## src/rtl/fetch_ctrl.sv

```systemverilog
// Instruction-fetch sequencer: owns the fetch PC, one imem request at a time, single-entry decode buffer.
// Latency: zero-wait memory gives request->inst_valid in 1 edge, 1 instruction per 2 cycles.
// Backpressure: HOLD stalls everything until inst_ready. Optional FETCH_ALIGN_CHECK_EN faults misaligned redirects.
`ifndef WORDSIZE
`define WORDSIZE 32
`endif

module fetch_ctrl #(
    parameter int              WIDTH     = `WORDSIZE,
    parameter logic [WIDTH-1:0] RESET_VEC = '0
) (
    input  logic             CLK,
    input  logic             reset,
    output logic             imem_req,
    output logic [WIDTH-1:0] imem_addr,
    input  logic             imem_ack,
    input  logic [WIDTH-1:0] imem_rdata,
    output logic             inst_valid,
    input  logic             inst_ready,
    output logic [WIDTH-1:0] inst,
    output logic [WIDTH-1:0] inst_pc,
    output logic             inst_fault,
    input  logic             redirect,
    input  logic [WIDTH-1:0] redirect_pc,
    output logic [WIDTH-1:0] pc
);

    typedef enum logic [1:0] {IDLE, REQ, KILL, HOLD} state_t;

    localparam logic [WIDTH-1:0] INC        = WIDTH'(WIDTH / 8);
    localparam logic [WIDTH-1:0] ALIGN_MASK = ~WIDTH'(3);

    state_t           state_q, state_d;
    logic [WIDTH-1:0] pc_q, pc_d;
    logic [WIDTH-1:0] kill_addr_q, kill_addr_d;
    logic [WIDTH-1:0] inst_q, inst_d;
    logic [WIDTH-1:0] inst_pc_q, inst_pc_d;
    logic             fault_q, fault_d;
    logic             fault_pend_q, fault_pend_d;
    logic             misalign;
    logic [WIDTH-1:0] target;

`ifdef FETCH_ALIGN_CHECK_EN
    assign misalign = redirect && (redirect_pc[1:0] != 2'b00);
`else
    assign misalign = 1'b0;
`endif
    assign target = redirect_pc & ALIGN_MASK;

    always_ff @(posedge CLK or posedge reset) begin
        if (reset) begin
            state_q      <= IDLE;
            pc_q         <= RESET_VEC;
            kill_addr_q  <= RESET_VEC;
            inst_q       <= '0;
            inst_pc_q    <= '0;
            fault_q      <= 1'b0;
            fault_pend_q <= 1'b0;
        end else begin
            state_q      <= state_d;
            pc_q         <= pc_d;
            kill_addr_q  <= kill_addr_d;
            inst_q       <= inst_d;
            inst_pc_q    <= inst_pc_d;
            fault_q      <= fault_d;
            fault_pend_q <= fault_pend_d;
        end
    end

    always_comb begin
        logic             fault_go;
        logic [WIDTH-1:0] fault_pc;
        state_d      = state_q;
        pc_d         = pc_q;
        kill_addr_d  = kill_addr_q;
        inst_d       = inst_q;
        inst_pc_d    = inst_pc_q;
        fault_d      = fault_q;
        fault_pend_d = fault_pend_q;
        fault_go     = 1'b0;
        fault_pc     = redirect_pc;

        case (state_q)
            IDLE: begin
                if (misalign) begin
                    fault_go = 1'b1;
                end else begin
                    if (redirect) pc_d = target;
                    state_d = REQ;
                end
            end
            REQ: begin
                if (redirect) begin
                    if (imem_ack) begin
                        if (misalign) fault_go = 1'b1;
                        else          pc_d     = target;
                    end else begin
                        // Access in flight: keep its address on the bus until it retires
                        kill_addr_d  = pc_q;
                        pc_d         = misalign ? redirect_pc : target;
                        fault_pend_d = misalign;
                        state_d      = KILL;
                    end
                end else if (imem_ack) begin
                    inst_d    = imem_rdata;
                    inst_pc_d = pc_q;
                    fault_d   = 1'b0;
                    pc_d      = pc_q + INC;
                    state_d   = HOLD;
                end
            end
            KILL: begin
                if (redirect) begin
                    if (imem_ack) begin
                        fault_pend_d = 1'b0;
                        if (misalign) begin
                            fault_go = 1'b1;
                        end else begin
                            pc_d    = target;
                            state_d = REQ;
                        end
                    end else begin
                        pc_d         = misalign ? redirect_pc : target;
                        fault_pend_d = misalign;
                    end
                end else if (imem_ack) begin
                    fault_pend_d = 1'b0;
                    if (fault_pend_q) begin
                        fault_go = 1'b1;
                        fault_pc = pc_q;
                    end else begin
                        state_d = REQ;
                    end
                end
            end
            HOLD: begin
                if (redirect) begin
                    fault_d = 1'b0;
                    if (misalign) begin
                        fault_go = 1'b1;
                    end else begin
                        pc_d    = target;
                        state_d = REQ;
                    end
                end else if (inst_ready && !fault_q) begin
                    state_d = REQ;
                end
            end
            default: state_d = IDLE;
        endcase

        // A faulted target is presented to decode without touching memory
        if (fault_go) begin
            state_d   = HOLD;
            fault_d   = 1'b1;
            inst_d    = '0;
            inst_pc_d = fault_pc;
            pc_d      = fault_pc;
        end
    end

    assign imem_req   = (state_q == REQ) || (state_q == KILL);
    assign imem_addr  = (state_q == KILL) ? kill_addr_q : pc_q;
    assign inst_valid = (state_q == HOLD);
    assign inst       = inst_q;
    assign inst_pc    = inst_pc_q;
    assign inst_fault = fault_q;
    assign pc         = pc_q;

endmodule

```

## config.mk

```make
export PLATFORM = sky130hd
export DESIGN_NAME = fetch_ctrl
export DESIGN_NICKNAME = d
export VERILOG_FILES = /design/src/rtl/fetch_ctrl.sv
export SDC_FILE = /design/constraint.sdc
export NUM_CORES = 1
export LEC_CHECK = 0
export BUFFER_PORTS_ARGS = -buffer_cell sky130_fd_sc_hd__buf_2
export CORE_MARGIN = 2
export CORE_UTILIZATION = 47
export CTS_BUF_LIST = sky130_fd_sc_hd__clkbuf_4
export DETAILED_ROUTE_END_ITERATION = 10
export PLACE_DENSITY = 0.79
export SYNTH_ARGS = -nofsm -noshare
export SYNTH_HDL_FRONTEND = slang
export SYNTH_SLANG_ARGS = --single-unit
```

## constraint.sdc

```tcl
create_clock -name CLK -period 3.4 [get_ports CLK]
set_input_delay 0.17 -clock CLK [delete_from_list [all_inputs] [get_ports CLK]]
set_output_delay 0.17 -clock CLK [all_outputs]
set_load 0.05 [all_outputs]
```

==> impl.org <==
** STA
- Between clock sinks in the finished design, the worst skew comes to 0.0174 ns.
- Crit path time final :: 2.68 ns
- Slew at the pin closest to its max-slew limit :: 0.941 ns
- The number of pins with negative max-slew slack in the final report is 0.
- Max Clock Freq :: 372 MHz
- Of the available clock period, the critical path in the final layout requires 79.0%.
- Slew margin rel. :: 37.3%
- Adding up every negative setup slack in the final design gives 0 ns.
- Hold Fails Final Rpt :: 0
- Setup violations remaining at the end of the flow were counted as 0.
- Setup repair after global routing left no endpoint under its margin.

** Route
- Using the TritonRoute via totals, the vias-per-cell ratio works out to 5.30.
- After detailed routing, the total wire length is 14900 um.
- Dividing the detail-routed wire length by the instance count gives 16.9 um.
- The detailed router placed 4668 vias in this run.
- For this run, design rule violations remaining after detail routing come to 0.
- In this run the remaining antenna-violating nets after routing total 0.
- After the first detailed-routing iteration, the DRC count stood at 297.
- For this run, the detailed router's first-pass iteration total came to 4.

** Synthesis
- Counting flops with an async set or reset pin after synthesis yields a share of 100%.
- Flop and latch count out of synthesis :: 124
- Counting flops with a built-in enable in the synthesized netlist gives 0.
- For this run, the leading register cell type out of synthesis is sky130_fd_sc_hd__dfrtp_1.
- Combined area of all synthesized cells :: 5750 um2
- Synthesis produced 479 cells.
- Seq/Total Area, Yosys :: 54.0%
- Number of synthesis warnings :: 0
- Syn Area/Cell :: 12.0 um2
- Count of cell types in the netlist :: 44

** Global route
- Entering global routing, the biggest net connects 68 pins.
- Number of global-route vias before repair :: 4682
- Global routing used 23.0% of the available tracks across all layers.
- The initial antenna violation count came to 0.
- Global routing consumed, on the met3 layer, 7.83% of the routing resources.
- Summed over all layers, the global routing overflow is 0.
- Grt met2 use :: 38.4%
- First-pass GRT wire length :: 23400 um
- Global routing's busiest layer :: met2
- M1 GR Usage :: 28.3%

** Worst setup path
- Critical path required time :: 3.23 ns
- The critical path is of the reg2out type.
- The worst setup path is launched from a flip-flop.
- Traced cell by cell, the critical path runs through inv_1 -> ha_2 -> mux2_2 -> buf_2.
- Counting both buffers and inverters, the worst setup path holds a total of 2.
- At the worst endpoint, the arrival time is 2.51 ns.
- Cell with the biggest individual delay on the critical path :: sky130_fd_sc_hd__ha_2
- STA classifies the critical path endpoint as an output pin.
- The cell family contributing the most delay on the critical path is adder cells.
- Highest cell delay on the worst timing path :: 0.80 ns
- Worst-path maximum fanout :: 38

** Final layout
- The multi-input combinational cells in the finished layout cover a total of 2390 um2.
- Area Growth Syn to Fin :: 32.4%
- Ant. Diodes :: 0
- Non-Filler Instances :: 880
- Final net count :: 793
- The layout has 886 filler cells.
- Registers take 3100 um2.
- The post-route netlist has 45.8% of its cells at a drive strength greater than 1.
- Leaving out fill and tap cells, the most frequent cell in the layout is sky130_fd_sc_hd__buf_2.
- Most frequent cells in the layout :: 190 x sky130_fd_sc_hd__buf_2, 124 x sky130_fd_sc_hd__dfrtp_1, 107 x sky130_fd_sc_hd__mux2_2

** Power
- Per report_power, the combinational group accounts for 51.5% of the total.
- Design internal power :: 3.55 mW
- Reported net switching power :: 3.45 mW
- Of the total power, the share spent switching nets is 49.3%.
- The analysis attributes to cell leakage a power of 3.53 nW.
- Power per cell area :: 920 nW/um2
- Of the total power, the clock network draws 14.0%.
- The completed layout was analyzed and its total power is 7.00 mW.
- IR analysis of the VDD net gives a maximum drop of 0.557 mV.
- Portion of total power attributed to sequential cells :: 34.5%

** Run
- Max-Cap Viols :: 0

** Clock tree
- Clk sink count :: 124
- Cts bufs inserted :: 17
- Buffers inserted during post-CTS setup optimization :: 0
- For the worst-skew pair, the clock arrives at the later sink with an insertion delay of 0.55 ns.
- Depth of the CTS H-tree :: 4
- Bufs on Longest Clock Path :: 2
- After clock tree synthesis, the clock-pin slew on the worst setup and hold paths is 0.10 ns.
- TritonCTS built the clock tree.
- Buffer type at the clock tree root :: sky130_fd_sc_hd__clkbuf_4

** Floorplanning
- Total die area :: 13100 um2
- Core ar. :: 12000 um2
- In this run the horizontal extent of the chip is 115 um.
- Die Ht :: 115 um
- Number of top-level pins :: 200
- The floorplan has 40 rows.
- For this configuration, the core starts out at a cell density of 48.0%.

** Placed design
- Detailed Place HPWL :: 9420 um
- In this run, placement finished with an instance count of 785.
- The count of buffers added on input and output ports is 190.
- At the end of routability-driven placement, the weighted congestion stood at 0.794.

** Outcome
- The flow ran to the end, and the final reports show no timing, DRC or antenna violations.

** Worst hold path
- The path class of the tightest hold or removal check is in2reg.
==> cells in the mapped netlist, types with 4 or more instances <==
| library cell | instances | area, um2 |
|---|---|---|
| sky130_fd_sc_hd__dfrtp_1 | 124 | 3100 |
| sky130_fd_sc_hd__mux2_2 | 107 | 1200 |
| sky130_fd_sc_hd__nand2_1 | 35 | 131 |
| sky130_fd_sc_hd__o21ai_0 | 31 | 155 |
| sky130_fd_sc_hd__nor2_1 | 19 | 71.3 |
| sky130_fd_sc_hd__clkbuf_1 | 18 | 67.6 |
| sky130_fd_sc_hd__a31oi_1 | 17 | 106 |
| sky130_fd_sc_hd__nand3_1 | 13 | 65.1 |
| sky130_fd_sc_hd__nand4_1 | 13 | 81.3 |
| sky130_fd_sc_hd__inv_1 | 11 | 41.3 |
| sky130_fd_sc_hd__or4_1 | 11 | 82.6 |
| sky130_fd_sc_hd__buf_4 | 9 | 67.6 |
| sky130_fd_sc_hd__o31ai_1 | 9 | 67.6 |
| sky130_fd_sc_hd__xor2_1 | 8 | 70.1 |
| sky130_fd_sc_hd__and4_1 | 5 | 43.8 |
| sky130_fd_sc_hd__or3_1 | 5 | 31.3 |
| sky130_fd_sc_hd__buf_1 | 4 | 15.0 |
| sky130_fd_sc_hd__ha_1 | 4 | 50.1 |
==> worst register-to-register path, delay by kind of cell, from the launching register on <==
family	cells	cell delay [ns]
compound gates	1	0.20
fa+ha+maj	1	0.32
buf+inv	1	0.07
flops	1	0.43
simple gates	3	1.43
==> logic make-up after synthesis <==
family          share of synthesized area (%)
compound gates                           7.06
xor+xnor                                 1.52
fa+ha+maj                               0.871
buf+inv                                  4.99
flops                                    54.0
mux                                      21.1
other cells                            0.0653
simple gates                             10.3
==> layer usage <==
| metal | wire length [um] | up-vias |
|---|---|---|
| met5 | 0 | - |
| met4 | 182 | 0 |
| met3 | 1150 | 16 |
| met2 | 7230 | 208 |
| met1 | 6290 | 2237 |
| li1 | - | 2207 |
==> per-stage QoR <==
step	hold slack (ns)	util, %	area (um2)	setup WS [ns]
after floorplan	0.290	-	5770	1.11
after global placement	0.215	56.2	6720	1.07
after detailed placement	0.226	56.2	6720	0.949
after CTS	0.00323	63.6	7610	0.664
after global routing	0.0364	63.6	7610	0.530
final	0.0686	63.6	7610	0.715
==> sequential cells by signal, indices dropped and copies added (netlist names) <==
register,cells
inst,32
state_q,2
kill_addr_q,30
inst_pc,30
pc,30
==> power groups by stage <==
| stage | logic [mW] | clock network, mW | registers (mW) |
|---|---|---|---|
| floorplan | 1.37 | 0 | 3.82 |
| global placement | 3.50 | 0 | 2.38 |
| detailed placement | 3.56 | 0 | 2.44 |
| CTS | 3.62 | 1.00 | 2.40 |
| global route | 3.77 | 1.07 | 2.49 |
| finish | 3.61 | 0.977 | 2.42 |
==> path summary, 6_finish.rpt <==
check	cells after the start	slack [ns]	startpoint	endpoint
max	4	0.72	state_q[0]$_DFFE_PP0P_	imem_addr[22]
min	3	0.07	imem_ack	state_q[0]$_DFFE_PP0P_
max reg2reg	6	0.87	state_q[1]$_DFFE_PP0P_	pc[29]$_DFFE_PP0P_
min reg2reg	2	0.49	kill_addr_q[24]$_DFFE_PP0P_	kill_addr_q[24]$_DFFE_PP0P_
max in group asynchronous	4	2.34	reset	pc[13]$_DFFE_PP0P_
min in group asynchronous	3	0.22	reset	inst[8]$_DFFE_PP0P_
==> cell type report <==
cell class / count / area share (%)
Multi-Input combinational cell: 309 / 31.5
Clock buffer: 21 / 2.07
Timing Repair Buffer: 257 / 21.3
Sequential cell: 124 / 40.8
Inverter: 11 / 0.592
Clock inverter: 11 / 1.33
Tap cell: 147 / 2.42
==> what timing repair did <==
action | CTS | global route
resized for setup | 0 | 0
hold buffers | 63 | 0
endpoints found under the setup margin | 0 | 0
endpoints found under the hold margin | 82 | 0
(Power assumes the default switching activity.)
